File: config.mk
export PLATFORM = sky130hd
export DESIGN_NAME = mem_wb_stage_flat
export DESIGN_NICKNAME = d
export VERILOG_FILES = /design/src/rtl/mem_wb_stage_if.sv /design/src/rtl/mem_wb_stage.sv /design/src/flat_wrapper.sv
export SDC_FILE = /design/constraint.sdc
export NUM_CORES = 1
export LEC_CHECK = 0
export CAP_MARGIN = 30
export CORE_MARGIN = 3
export CORE_UTILIZATION = 33
export CTS_CLUSTER_SIZE = 30
export DETAILED_ROUTE_END_ITERATION = 8
export MAX_ROUTING_LAYER = met4
export PLACE_DENSITY = 0.71
export SLEW_MARGIN = 20
export SYNTH_ARGS = -nofsm -noshare
export SYNTH_HDL_FRONTEND = slang
export SYNTH_SLANG_ARGS = --single-unit
export TNS_END_PERCENT = 10
File: constraint.sdc
create_clock -name clk -period 3.45 [get_ports clk]
set_input_delay 0.69 -clock clk [delete_from_list [all_inputs] [get_ports clk]]
set_output_delay 0.69 -clock clk [all_outputs]
set_load 0.02 [all_outputs]
File: src/rtl/mem_wb_stage_if.sv
// Upstream (EX), data-memory, writeback and output-port signals of mem_wb_stage.
interface mem_wb_stage_if #(
  parameter int REG_BITS = 2
);
  logic                in_valid;
  logic                in_ready;
  logic [3:0]          in_op;
  logic [7:0]          in_result;
  logic [7:0]          in_addr;
  logic [REG_BITS-1:0] in_rd;
  logic                mem_req;
  logic                mem_we;
  logic [7:0]          mem_addr;
  logic [7:0]          mem_wdata;
  logic [7:0]          mem_rdata;
  logic                mem_ack;
  logic                wb_en;
  logic [REG_BITS-1:0] wb_rd;
  logic [7:0]          wb_data;
  logic [7:0]          out_port;
  logic                out_strobe;
  logic                mem_err;

  modport master (
    output in_valid, in_op, in_result, in_addr, in_rd, mem_rdata, mem_ack,
    input  in_ready, mem_req, mem_we, mem_addr, mem_wdata,
    input  wb_en, wb_rd, wb_data, out_port, out_strobe, mem_err
  );

  modport slave (
    input  in_valid, in_op, in_result, in_addr, in_rd, mem_rdata, mem_ack,
    output in_ready, mem_req, mem_we, mem_addr, mem_wdata,
    output wb_en, wb_rd, wb_data, out_port, out_strobe, mem_err
  );
endinterface

File: src/rtl/mem_wb_stage.sv
// Memory/writeback stage: register writeback, OUT port, LOAD/STORE over req/ack with timeout.
// Define MEM_WBUF_EN to retire STOREs into a one-entry background store buffer.
module mem_wb_stage #(
  parameter int REG_BITS    = 2,
  parameter int MEM_TIMEOUT = 15
) (
  input logic           clk,
  input logic           rst_n,
  mem_wb_stage_if.slave bus
);
  localparam logic [3:0] OP_OUT    = 4'h6;
  localparam logic [3:0] OP_LOAD   = 4'hD;
  localparam logic [3:0] OP_STORE  = 4'hE;
  localparam logic [7:0] TIMEOUT_C = 8'(MEM_TIMEOUT);

  typedef enum logic {S_IDLE, S_MEM} state_e;

  state_e              state_q, state_d;
  logic [7:0]          cnt_q, cnt_d, cnt_inc;
  logic                req_q, req_d;
  logic                we_q, we_d;
  logic [7:0]          addr_q, addr_d;
  logic [7:0]          wdata_q, wdata_d;
  logic [REG_BITS-1:0] rd_q, rd_d;
  logic                wb_en_q, wb_en_d;
  logic [REG_BITS-1:0] wb_rd_q, wb_rd_d;
  logic [7:0]          wb_data_q, wb_data_d;
  logic [7:0]          out_q, out_d;
  logic                ostb_q, ostb_d;
  logic                err_q, err_d;
  logic                in_ready;
  logic                accept;

`ifdef MEM_WBUF_EN
  logic is_mem_op;
  assign is_mem_op = (bus.in_op == OP_LOAD) || (bus.in_op == OP_STORE);
  // A busy store buffer only blocks instructions that need the memory port.
  assign in_ready  = rst_n && (state_q == S_IDLE) && !(req_q && is_mem_op);
`else
  assign in_ready  = rst_n && (state_q == S_IDLE);
`endif

  assign accept  = bus.in_valid && in_ready;
  assign cnt_inc = cnt_q + 8'd1;

  always_comb begin
    state_d   = state_q;
    cnt_d     = cnt_q;
    req_d     = req_q;
    we_d      = we_q;
    addr_d    = addr_q;
    wdata_d   = wdata_q;
    rd_d      = rd_q;
    wb_en_d   = 1'b0;
    wb_rd_d   = wb_rd_q;
    wb_data_d = wb_data_q;
    out_d     = out_q;
    ostb_d    = 1'b0;
    err_d     = err_q;

    // Outstanding access: ack has priority over a timeout on the same edge.
    if (req_q) begin
      if (bus.mem_ack) begin
        req_d   = 1'b0;
        state_d = S_IDLE;
        if (!we_q) begin
          wb_en_d   = 1'b1;
          wb_rd_d   = rd_q;
          wb_data_d = bus.mem_rdata;
        end
      end else if (cnt_inc == TIMEOUT_C) begin
        req_d   = 1'b0;
        err_d   = 1'b1;
        state_d = S_IDLE;
      end else begin
        cnt_d = cnt_inc;
      end
    end

    if (accept) begin
      case (bus.in_op)
        4'h1, 4'h2, 4'h3, 4'h4, 4'h5, 4'h7, 4'h8, 4'hF: begin
          wb_en_d   = 1'b1;
          wb_rd_d   = bus.in_rd;
          wb_data_d = bus.in_result;
        end
        OP_OUT: begin
          out_d  = bus.in_result;
          ostb_d = 1'b1;
        end
        OP_LOAD, OP_STORE: begin
          req_d   = 1'b1;
          we_d    = (bus.in_op == OP_STORE);
          addr_d  = bus.in_addr;
          wdata_d = bus.in_result;
          rd_d    = bus.in_rd;
          cnt_d   = 8'd0;
`ifdef MEM_WBUF_EN
          state_d = (bus.in_op == OP_LOAD) ? S_MEM : S_IDLE;
`else
          state_d = S_MEM;
`endif
        end
        default: ;
      endcase
    end
  end

  always_ff @(posedge clk) begin
    if (!rst_n) begin
      state_q   <= S_IDLE;
      cnt_q     <= 8'd0;
      req_q     <= 1'b0;
      we_q      <= 1'b0;
      addr_q    <= 8'd0;
      wdata_q   <= 8'd0;
      rd_q      <= '0;
      wb_en_q   <= 1'b0;
      wb_rd_q   <= '0;
      wb_data_q <= 8'd0;
      out_q     <= 8'd0;
      ostb_q    <= 1'b0;
      err_q     <= 1'b0;
    end else begin
      state_q   <= state_d;
      cnt_q     <= cnt_d;
      req_q     <= req_d;
      we_q      <= we_d;
      addr_q    <= addr_d;
      wdata_q   <= wdata_d;
      rd_q      <= rd_d;
      wb_en_q   <= wb_en_d;
      wb_rd_q   <= wb_rd_d;
      wb_data_q <= wb_data_d;
      out_q     <= out_d;
      ostb_q    <= ostb_d;
      err_q     <= err_d;
    end
  end

  assign bus.in_ready   = in_ready;
  assign bus.mem_req    = req_q;
  assign bus.mem_we     = we_q;
  assign bus.mem_addr   = addr_q;
  assign bus.mem_wdata  = wdata_q;
  assign bus.wb_en      = wb_en_q;
  assign bus.wb_rd      = wb_rd_q;
  assign bus.wb_data    = wb_data_q;
  assign bus.out_port   = out_q;
  assign bus.out_strobe = ostb_q;
  assign bus.mem_err    = err_q;
endmodule

File: src/flat_wrapper.sv
// flat-port wrapper written by rule: the top's interface ports become plain ports
module mem_wb_stage_flat 
#(
  parameter int REG_BITS    = 2,
  parameter int MEM_TIMEOUT = 15
)
  (clk, rst_n, bus_in_valid, bus_in_op, bus_in_result, bus_in_addr, bus_in_rd, bus_mem_rdata, bus_mem_ack, bus_in_ready, bus_mem_req, bus_mem_we, bus_mem_addr, bus_mem_wdata, bus_wb_en, bus_wb_rd, bus_wb_data, bus_out_port, bus_out_strobe, bus_mem_err);
  mem_wb_stage_if #(.REG_BITS(REG_BITS)) bus_i ();
  input logic clk;
  input logic rst_n;
  input wire logic [$bits(bus_i.in_valid)-1:0] bus_in_valid;
  input wire logic [$bits(bus_i.in_op)-1:0] bus_in_op;
  input wire logic [$bits(bus_i.in_result)-1:0] bus_in_result;
  input wire logic [$bits(bus_i.in_addr)-1:0] bus_in_addr;
  input wire logic [$bits(bus_i.in_rd)-1:0] bus_in_rd;
  input wire logic [$bits(bus_i.mem_rdata)-1:0] bus_mem_rdata;
  input wire logic [$bits(bus_i.mem_ack)-1:0] bus_mem_ack;
  output wire logic [$bits(bus_i.in_ready)-1:0] bus_in_ready;
  output wire logic [$bits(bus_i.mem_req)-1:0] bus_mem_req;
  output wire logic [$bits(bus_i.mem_we)-1:0] bus_mem_we;
  output wire logic [$bits(bus_i.mem_addr)-1:0] bus_mem_addr;
  output wire logic [$bits(bus_i.mem_wdata)-1:0] bus_mem_wdata;
  output wire logic [$bits(bus_i.wb_en)-1:0] bus_wb_en;
  output wire logic [$bits(bus_i.wb_rd)-1:0] bus_wb_rd;
  output wire logic [$bits(bus_i.wb_data)-1:0] bus_wb_data;
  output wire logic [$bits(bus_i.out_port)-1:0] bus_out_port;
  output wire logic [$bits(bus_i.out_strobe)-1:0] bus_out_strobe;
  output wire logic [$bits(bus_i.mem_err)-1:0] bus_mem_err;
  assign bus_i.in_valid = bus_in_valid;
  assign bus_i.in_op = bus_in_op;
  assign bus_i.in_result = bus_in_result;
  assign bus_i.in_addr = bus_in_addr;
  assign bus_i.in_rd = bus_in_rd;
  assign bus_i.mem_rdata = bus_mem_rdata;
  assign bus_i.mem_ack = bus_mem_ack;
  assign bus_in_ready = bus_i.in_ready;
  assign bus_mem_req = bus_i.mem_req;
  assign bus_mem_we = bus_i.mem_we;
  assign bus_mem_addr = bus_i.mem_addr;
  assign bus_mem_wdata = bus_i.mem_wdata;
  assign bus_wb_en = bus_i.wb_en;
  assign bus_wb_rd = bus_i.wb_rd;
  assign bus_wb_data = bus_i.wb_data;
  assign bus_out_port = bus_i.out_port;
  assign bus_out_strobe = bus_i.out_strobe;
  assign bus_mem_err = bus_i.mem_err;
  mem_wb_stage #(.REG_BITS(REG_BITS), .MEM_TIMEOUT(MEM_TIMEOUT)) u_core (.clk(clk), .rst_n(rst_n), .bus(bus_i));
endmodule
Word-level counts from Yosys, hierarchy flattened
Index checks and enable logic that the tools add are counted.
{ "op_classes": {"n_bitwise": 2, "n_eq_ne": 12, "n_mux": 31, "addsub": 1, "n_reduce_logical": 8} }
{ "op_table": {"columns": ["cell", "count"], "rows": [
  ["$mux 8", 10],
  ["$eq 4x3->1 const B", 4],
  ["$eq 4x4->1 const B", 4],
  ["$mux 1", 16],
  ["$mux 2", 5],
  ["$add 8x1->8 const B", 1],
  ["$eq 4x2->1 const B", 2],
  ["$eq 8x4->1 const B", 1],
  ["$reduce_or 8->1", 1],
  ["$reduce_and 2->1", 3],
  ["$eq 4x1->1 const B", 1],
  ["$reduce_and 3->1", 1],
  ["$logic_and 1x1->1", 2],
  ["$not 1->1", 2],
  ["$reduce_or 2->1", 1]
]} }
{ "word_totals": {"regBits": 50, "output_inout_bits": 40, "elab_cells": 67} }

Logic depth before layout (Yosys ltp)
Gate-level depths: netlist of the first run.
{ "logic_depth": {"depth_word": 7, "ltp_mapped": 7} }

Worst setup path before layout of the first run
OpenSTA, ideal clock, no wires.
{ "synth_timing": {"path_type": "in2out", "startpoint": "input rst_n", "endpoint": "output bus_in_ready", "slack_ps": 1109, "n_path_buf": 3, "cell_stages": 5, "arrival_ps": 1651, "path_cell_list": "buf_4 inv_1 clkbuf_1 buf_1 nor2_1"} }
{ "synth_via": {"elab_chain_len": 1} }
{ "synth_rtl": {"columns": ["element", "line_no", "source"], "rows": [
  ["start, declared", "flat_wrapper.sv:10", "input logic rst_n;"],
  ["$logic_and 1x1->1", "mem_wb_stage.sv:40", "assign in_ready = rst_n && (state_q == S_IDLE);"],
  ["end, declared", "flat_wrapper.sv:18", "output wire logic [$bits(bus_i.in_ready)-1:0] bus_in_ready;"]
]} }
No other way between the ends.

Final worst setup path of the first run
Ends and elaborated chain as after synthesis.

==> results.py, run 1 <==
metrics = {
    "detailed_routing": {
        "wire_per_inst_um": 13.8,
        "vias_per_cell": 4.91,
        "via_count": 1879,
        "antenna_left": 0,
        "dr.pass1.iters": 4,
        "wl_mm": 5.28,
        "initialDrtViolationCount": 67,
        "remaining_drc_errors": 0,
    },
    "timing": {
        "hold_viol": 0,
        "timing.hold.ws_ns": 0.456,
        "finalSetupTns_ns": 0,
        "period_share_pct": 80.6,
        "skew_ns": 0.0182,
        "rsz0062_at_grt": "no",
        "finalSetupViolCount": 0,
        "maxSlewHeadroom_pct": 47.7,
        "slew_viol_final": 0,
        "worst_slew_pin_slew_ns": 0.785,
        "finalCriticalPeriod_ns": 2.78,
        "clock.fmax_mhz": 360,
    },
    "cells_and_area": {
        "design_area_sq_mm": 0.00302,
        "final_layout_size_suffix_gt1_share_pct": 5.84,
        "mostFrequentLayoutCell": "clkdlybuf4s50_1",
        "final_nets": 343,
        "multi_input_area_sq_mm": 0.00105,
        "final_cell_mix": "73 x clkdlybuf4s50_1, 50 x dfxtp_1, 44 x nand2_1",
        "areaGrowthSynthToFinish_pct": 41.1,
        "ff_latch_area_sq_mm": 0.00100,
        "finalNonFillerCells": 383,
        "fill_cells": 597,
        "fin_util_pct": 49.6,
        "antenna_cells": 0,
    },
    "clocking": {
        "cts_buffers": 5,
        "clkSlewWorstSetupHoldPaths_ns": 0.09,
        "clock-sinks": 50,
        "hold_buffers": 0,
        "htreeDepth": 2,
        "cts.repair.resized": 0,
        "post-cts-setup-buffers": 0,
        "cts_tree": "yes",
        "insertion_delay_ns": 0.31,
        "clk_path_buf_depth": 2,
        "cts_root_buffer": "clkbuf_8",
    },
    "critical_path": {
        "crit_chain": "clkdlybuf4s50_1 > inv_1 > nor2_1 > clkdlybuf4s50_1",
        "cpMaxStageDelayCell": "clkdlybuf4s50_1",
        "r2r_slack_ns": 1.66,
        "arrival_ns": 2.09,
        "worst-path-max-fanout": 8,
        "cpMostUsedCell": "clkdlybuf4s50_1",
        "cpPeakStageDelay_ns": 0.60,
        "critPathKind": "in -> out",
        "crit_required_ns": 2.76,
        "crit_buf_inv": 3,
        "start_kind": "input pin",
        "end_kind": "primary output",
        "critPathTopFamily": "buffers and inverters",
    },
    "yosys": {
        "synthArstFlopShare_pct": 0,
        "synth_cell_types": 39,
        "ys_warn_count": 0,
        "synth_seq_cells": 50,
        "synthesis.area_sq_mm": 0.00214,
        "synth_edf_count": 0,
        "synth_ff_type": "dfxtp_1",
        "syn_avg_cell_area_sq_um": 8.96,
        "syn-num-nets": 275,
        "netlist_instances": 239,
        "ys_seq_area_share_pct": 46.8,
    },
    "power_and_ir_drop": {
        "irDropWorstVdd_uv": 260,
        "p_leak_nw": 1.22,
        "p_clk_share_pct": 36.1,
        "p_switching_mw": 0.279,
        "swShare_pct": 23.8,
        "powerDensity_mw_per_mm2": 388,
        "pwr-share-seq_pct": 51.3,
        "p_int_mw": 0.892,
        "combPwrFrac_pct": 12.6,
    },
    "floorplanning": {
        "die_h_um": 86.5,
        "top_level_ports": 74,
        "core_sq_mm": 0.00610,
        "num_rows": 28,
        "start_util_pct": 35.1,
        "die_w_um": 86.5,
        "dieArea_sq_mm": 0.00749,
    },
    "place": {
        "dp_cells": 375,
        "place.gp.congestion": 0.745,
        "io_buffer_count": 73,
        "dp_hpwl_mm": 3.79,
        "place_area_sq_mm": 0.00291,
    },
    "hold_path": {
        "holdCritPathClass": "reg -> reg",
    },
    "grt": {
        "antenna_found_initial": 0,
        "grt_pass1_wl_mm": 8.65,
        "grt_pass1_vias": 1807,
        "grt_overflow_total": 0,
        "groute.usage.overall_pct": 14.8,
        "grt_max_degree": 40,
    },
    "outcome": {
        "run_status": "finished, final reports clean",
    },
    "flow_run": {
        "maxCapViolations": 0,
    },
}
[power by group through the flow]
| stage | clock network, mW | registers [mW] | logic [mW] |
|---|---|---|---|
| floorplan | 0 | 0.629 | 0.0509 |
| global placement | 0 | 0.614 | 0.147 |
| detailed placement | 0 | 0.614 | 0.148 |
| CTS | 0.436 | 0.601 | 0.149 |
| global route | 0.455 | 0.603 | 0.160 |
| finish | 0.423 | 0.601 | 0.147 |
[worst paths after layout]
check | startpoint | endpoint | cells past startpoint
worst max-delay path | rst_n | bus_in_ready | 4
worst min-delay path | u_core.bus.mem_addr[3]$_SDFFE_PN0P_ | u_core.bus.mem_addr[3]$_SDFFE_PN0P_ | 2
worst max register to register | u_core.bus.mem_req$_SDFF_PN0_ | u_core.bus.wb_data[1]$_SDFF_PN0_ | 4
worst min register to register | u_core.bus.mem_addr[3]$_SDFFE_PN0P_ | u_core.bus.mem_addr[3]$_SDFFE_PN0P_ | 2
[worst register-to-register path, stage by stage (launching register included)]
cell and delay (ns):
dfxtp_1 0.43, nand3b_1 0.56, mux2i_1 0.36, nor2_1 0.06, mux2_1 0.29
[metal layers]
layer | wire length, um | global-route usage (%) | share of wire, % | vias up
met2 | 2430 | 21.8 | 46 | 58
li1 | - | - | - | 948
met1 | 2440 | 19.9 | 46 | 869
met5 | 0 | - | 0 | -
met3 | 375 | 4.94 | 7.1 | 4
met4 | 37 | 2.97 | 0.70 | 0
[cells by family after synthesis]
kind of cell / share of synthesized area [%]
AOI/OAI and AO/OA: 10.1
xor gates and xnor gates: 3.68
adders and majority gates: 1.17
buffers and inverters: 4.62
DFF: 46.8
muxes: 14.1
and+or+nand+nor: 19.6
[sequential cells by signal, indices dropped and copies added (netlist names), 2 cells and up]
| name | flops |
|---|---|
| u_core.bus.mem_addr | 8 |
| u_core.bus.mem_wdata | 8 |
| u_core.bus.out_port | 8 |
| u_core.bus.wb_data | 8 |
| u_core.cnt_q | 8 |
| u_core.bus.wb_rd | 2 |
| u_core.rd_q | 2 |
[stage by stage]
stage               power (mW)  setup WS (ns)
CTS                       1.19          0.660
detailed placement       0.762          0.662
finish                    1.17          0.670
global placement         0.760          0.688
floorplan                0.680           1.11
global route              1.22          0.565
[cell type report]
type	instances	share of cell area, %
multi-input cells	171	34.6
flip-flops and latches	50	33.1
repair buffers	76	24.9
well taps	75	3.11
clock buffers	5	2.28
clock inverters	3	1.57
inverters	3	0.373
[Yosys cell counts, types with 3 or more instances]
master    instances  area [sq um]
a21oi_1          20           100
and3_1            4          25.0
nand3b_1          3          22.5
o31ai_1           3          22.5
dfxtp_1          50          1000
o21a_1            3          22.5
nand2_1          44           165
buf_2             3          15.0
nand3_1           4          20.0
nand4_1           3          18.8
nor2_1           27           101
a31oi_1           3          18.8
buf_4             5          37.5
inv_1             3          11.3
mux2i_1          19           190
xnor2_1           3          26.3
mux2_1            5          56.3
mux2_2            5          56.3
clkbuf_1          3          11.3
xor2_1            6          52.6
Power figures use the tool's default switching activity.
==> run 2, diff against run 1 <==
==> constraint.sdc (replaced) <==
create_clock -name clk -period 2.9 [get_ports clk]
set_input_delay 0.58 -clock clk [delete_from_list [all_inputs] [get_ports clk]]
set_output_delay 0.58 -clock clk [all_outputs]
set_load 0.02 [all_outputs]
==> run 2 against run 1 <==
Net effect:
- register-to-register slack worse by 0.49 ns
- via count is 0.37% lower
- total power up 10%
- sequential power grew 19%
- global-route usage is 0.41 points higher
- design area down 0.62%
- critical path depth stayed put
- core utilization decreased by 0.31 points
- non-clock buffer count rose by 2
- cell count rose by 0.26%
- die area unchanged
- critical endpoint unchanged
- highest routed layer unchanged
==> results.py, run 2 (synthesis gave the netlist of run 1 again) <==
metrics = {
    "detailed_routing": {
        "antenna_left": 0,
        "vias_per_cell": 4.88,
        "wl_mm": 5.35,
        "initialDrtViolationCount": 107,
        "dr.pass1.iters": 4,
        "via_count": 1872,
        "remaining_drc_errors": 0,
        "wire_per_inst_um": 13.9,
    },
    "grt": {
        "grt_max_degree": 40,
        "antenna_found_initial": 0,
        "grt_overflow_total": 0,
        "grt_pass1_vias": 1795,
        "grt_pass1_wl_mm": 8.80,
        "groute.usage.overall_pct": 15.2,
    },
    "cells_and_area": {
        "antenna_cells": 0,
        "mostFrequentLayoutCell": "clkdlybuf4s50_1",
        "final_nets": 345,
        "final_cell_mix": "73 x clkdlybuf4s50_1, 50 x dfxtp_1, 44 x nand2_1",
        "areaGrowthSynthToFinish_pct": 40.3,
        "final_layout_size_suffix_gt1_share_pct": 6.15,
    },
    "power_and_ir_drop": {
        "p_int_mw": 0.967,
        "p_switching_mw": 0.322,
        "p_clk_share_pct": 30.9,
        "irDropWorstVdd_uv": 278,
        "swShare_pct": 25.0,
        "powerDensity_mw_per_mm2": 429,
        "p_leak_nw": 1.21,
        "pwr-share-seq_pct": 55.4,
        "combPwrFrac_pct": 13.7,
    },
    "floorplanning": {
        "top_level_ports": 74,
        "die_w_um": 86.5,
        "die_h_um": 86.5,
        "dieArea_sq_mm": 0.00749,
        "start_util_pct": 35.1,
        "num_rows": 28,
        "core_sq_mm": 0.00610,
    },
    "timing": {
        "fin_ws_ns": 0.342,
        "worst_slew_pin_slew_ns": 0.529,
        "rsz0062_at_grt": "no",
        "period_share_pct": 88.2,
        "maxSlewHeadroom_pct": 64.7,
        "slew_viol_final": 0,
        "finalCriticalPeriod_ns": 2.56,
        "finalSetupTns_ns": 0,
        "skew_ns": 0.00898,
        "clock.fmax_mhz": 391,
        "finalSetupViolCount": 0,
        "hold_viol": 0,
    },
    "clocking": {
        "clock-sinks": 50,
        "cts_root_buffer": "clkbuf_8",
        "insertion_delay_ns": 0.30,
        "htreeDepth": 2,
        "post-cts-setup-buffers": 0,
        "clkSlewWorstSetupHoldPaths_ns": 0.08,
        "hold_buffers": 0,
        "cts_buffers": 5,
        "cts.repair.resized": 0,
        "cts_tree": "yes",
        "clk_path_buf_depth": 2,
    },
    "critical_path": {
        "critPathKind": "in -> out",
        "worst-path-max-fanout": 8,
        "reg2reg_from": "u_core.state_q$_SDFF_PN0_",
        "r2r-end": "u_core.bus.out_port[5]$_SDFFE_PN0P_",
        "worst-r2r-cell-count": 4,
        "crit_required_ns": 2.32,
        "arrival_ns": 1.98,
        "start_kind": "input pin",
        "end_kind": "primary output",
        "r2r_slack_ns": 1.17,
    },
    "place": {
        "pre_cts_ws_ns": 0.329,
        "place.gp.congestion": 0.767,
        "dp_hpwl_mm": 3.79,
        "io_buffer_count": 73,
    },
    "hold_path": {
        "hold_start": "u_core.bus.mem_addr[1]$_SDFFE_PN0P_",
        "hold-path-cell-count": 2,
        "min_delay_worst_endpoint": "u_core.bus.mem_addr[1]$_SDFFE_PN0P_",
        "holdCritPathClass": "reg -> reg",
    },
    "outcome": {
        "run_status": "finished, final reports clean",
    },
    "flow_run": {
        "maxCapViolations": 0,
    },
}
==> run 2: cell count changes in the layout (fill, tap and decap cells not counted), sizes merged <==
cell,change
buf,+2
bufinv,-1
==> run 2: worst max-delay path by stage <==
stage                     cells past startpoint  slack, ns           end  startpoint
after floorplan                               5       0.78  bus_in_ready       rst_n
after global placement                        4       0.35  bus_in_ready       rst_n
after detailed placement                      4       0.33  bus_in_ready       rst_n
after CTS                                     4       0.33  bus_in_ready       rst_n
after global routing                          4       0.25  bus_in_ready       rst_n
final                                         4       0.34  bus_in_ready       rst_n
==> run 2: per-layer routing <==
metal / vias up / part of all wire [%] / GRT usage (%) / wire [um]
met5: - / 0 / - / 0
met4: 0 / 1.1 / 4.25 / 58
met3: 5 / 8.6 / 5.42 / 459
met2: 61 / 44 / 22.0 / 2350
met1: 861 / 46 / 20.1 / 2480
li1: 945 / - / - / -
==> run 2: power by group through the flow <==
stage	clock network (mW)	logic, mW	registers (mW)
4_1_cts	0.415	0.178	0.714
2_1_floorplan	0	0.0605	0.749
3_5_place_dp	0	0.178	0.730
6_report	0.399	0.177	0.714
5_1_grt	0.439	0.192	0.717
3_3_place_gp	0	0.176	0.730
==> run 2: through the flow <==
step	std cells	utilization, %	area (sq um)	total power, mW	hold slack (ns)
floorplan	239	-	2140	0.809	0.436
detailed placement	377	47.9	2920	0.908	0.446
CTS	384	49.3	3000	1.31	0.459
global placement	377	47.9	2920	0.906	0.442
global route	384	49.3	3000	1.35	0.485
finish	384	49.3	3000	1.29	0.454
==> run 2: cell type report <==
cell class	count	area, sq um
clock buffers	5	68.8
clock inverters	2	13.8
fillers	592	3090
inverters	3	11.3
multi-input cells	171	1050
flip-flops and latches	50	1000
well taps	75	93.8
repair buffers	78	768
==> run 2: worst max-delay path, cell delays in order <==
cell and delay, ns:
clkdlybuf4s50_1 0.60, inv_1 0.09, nor2_1 0.10, clkdlybuf4s50_1 0.60
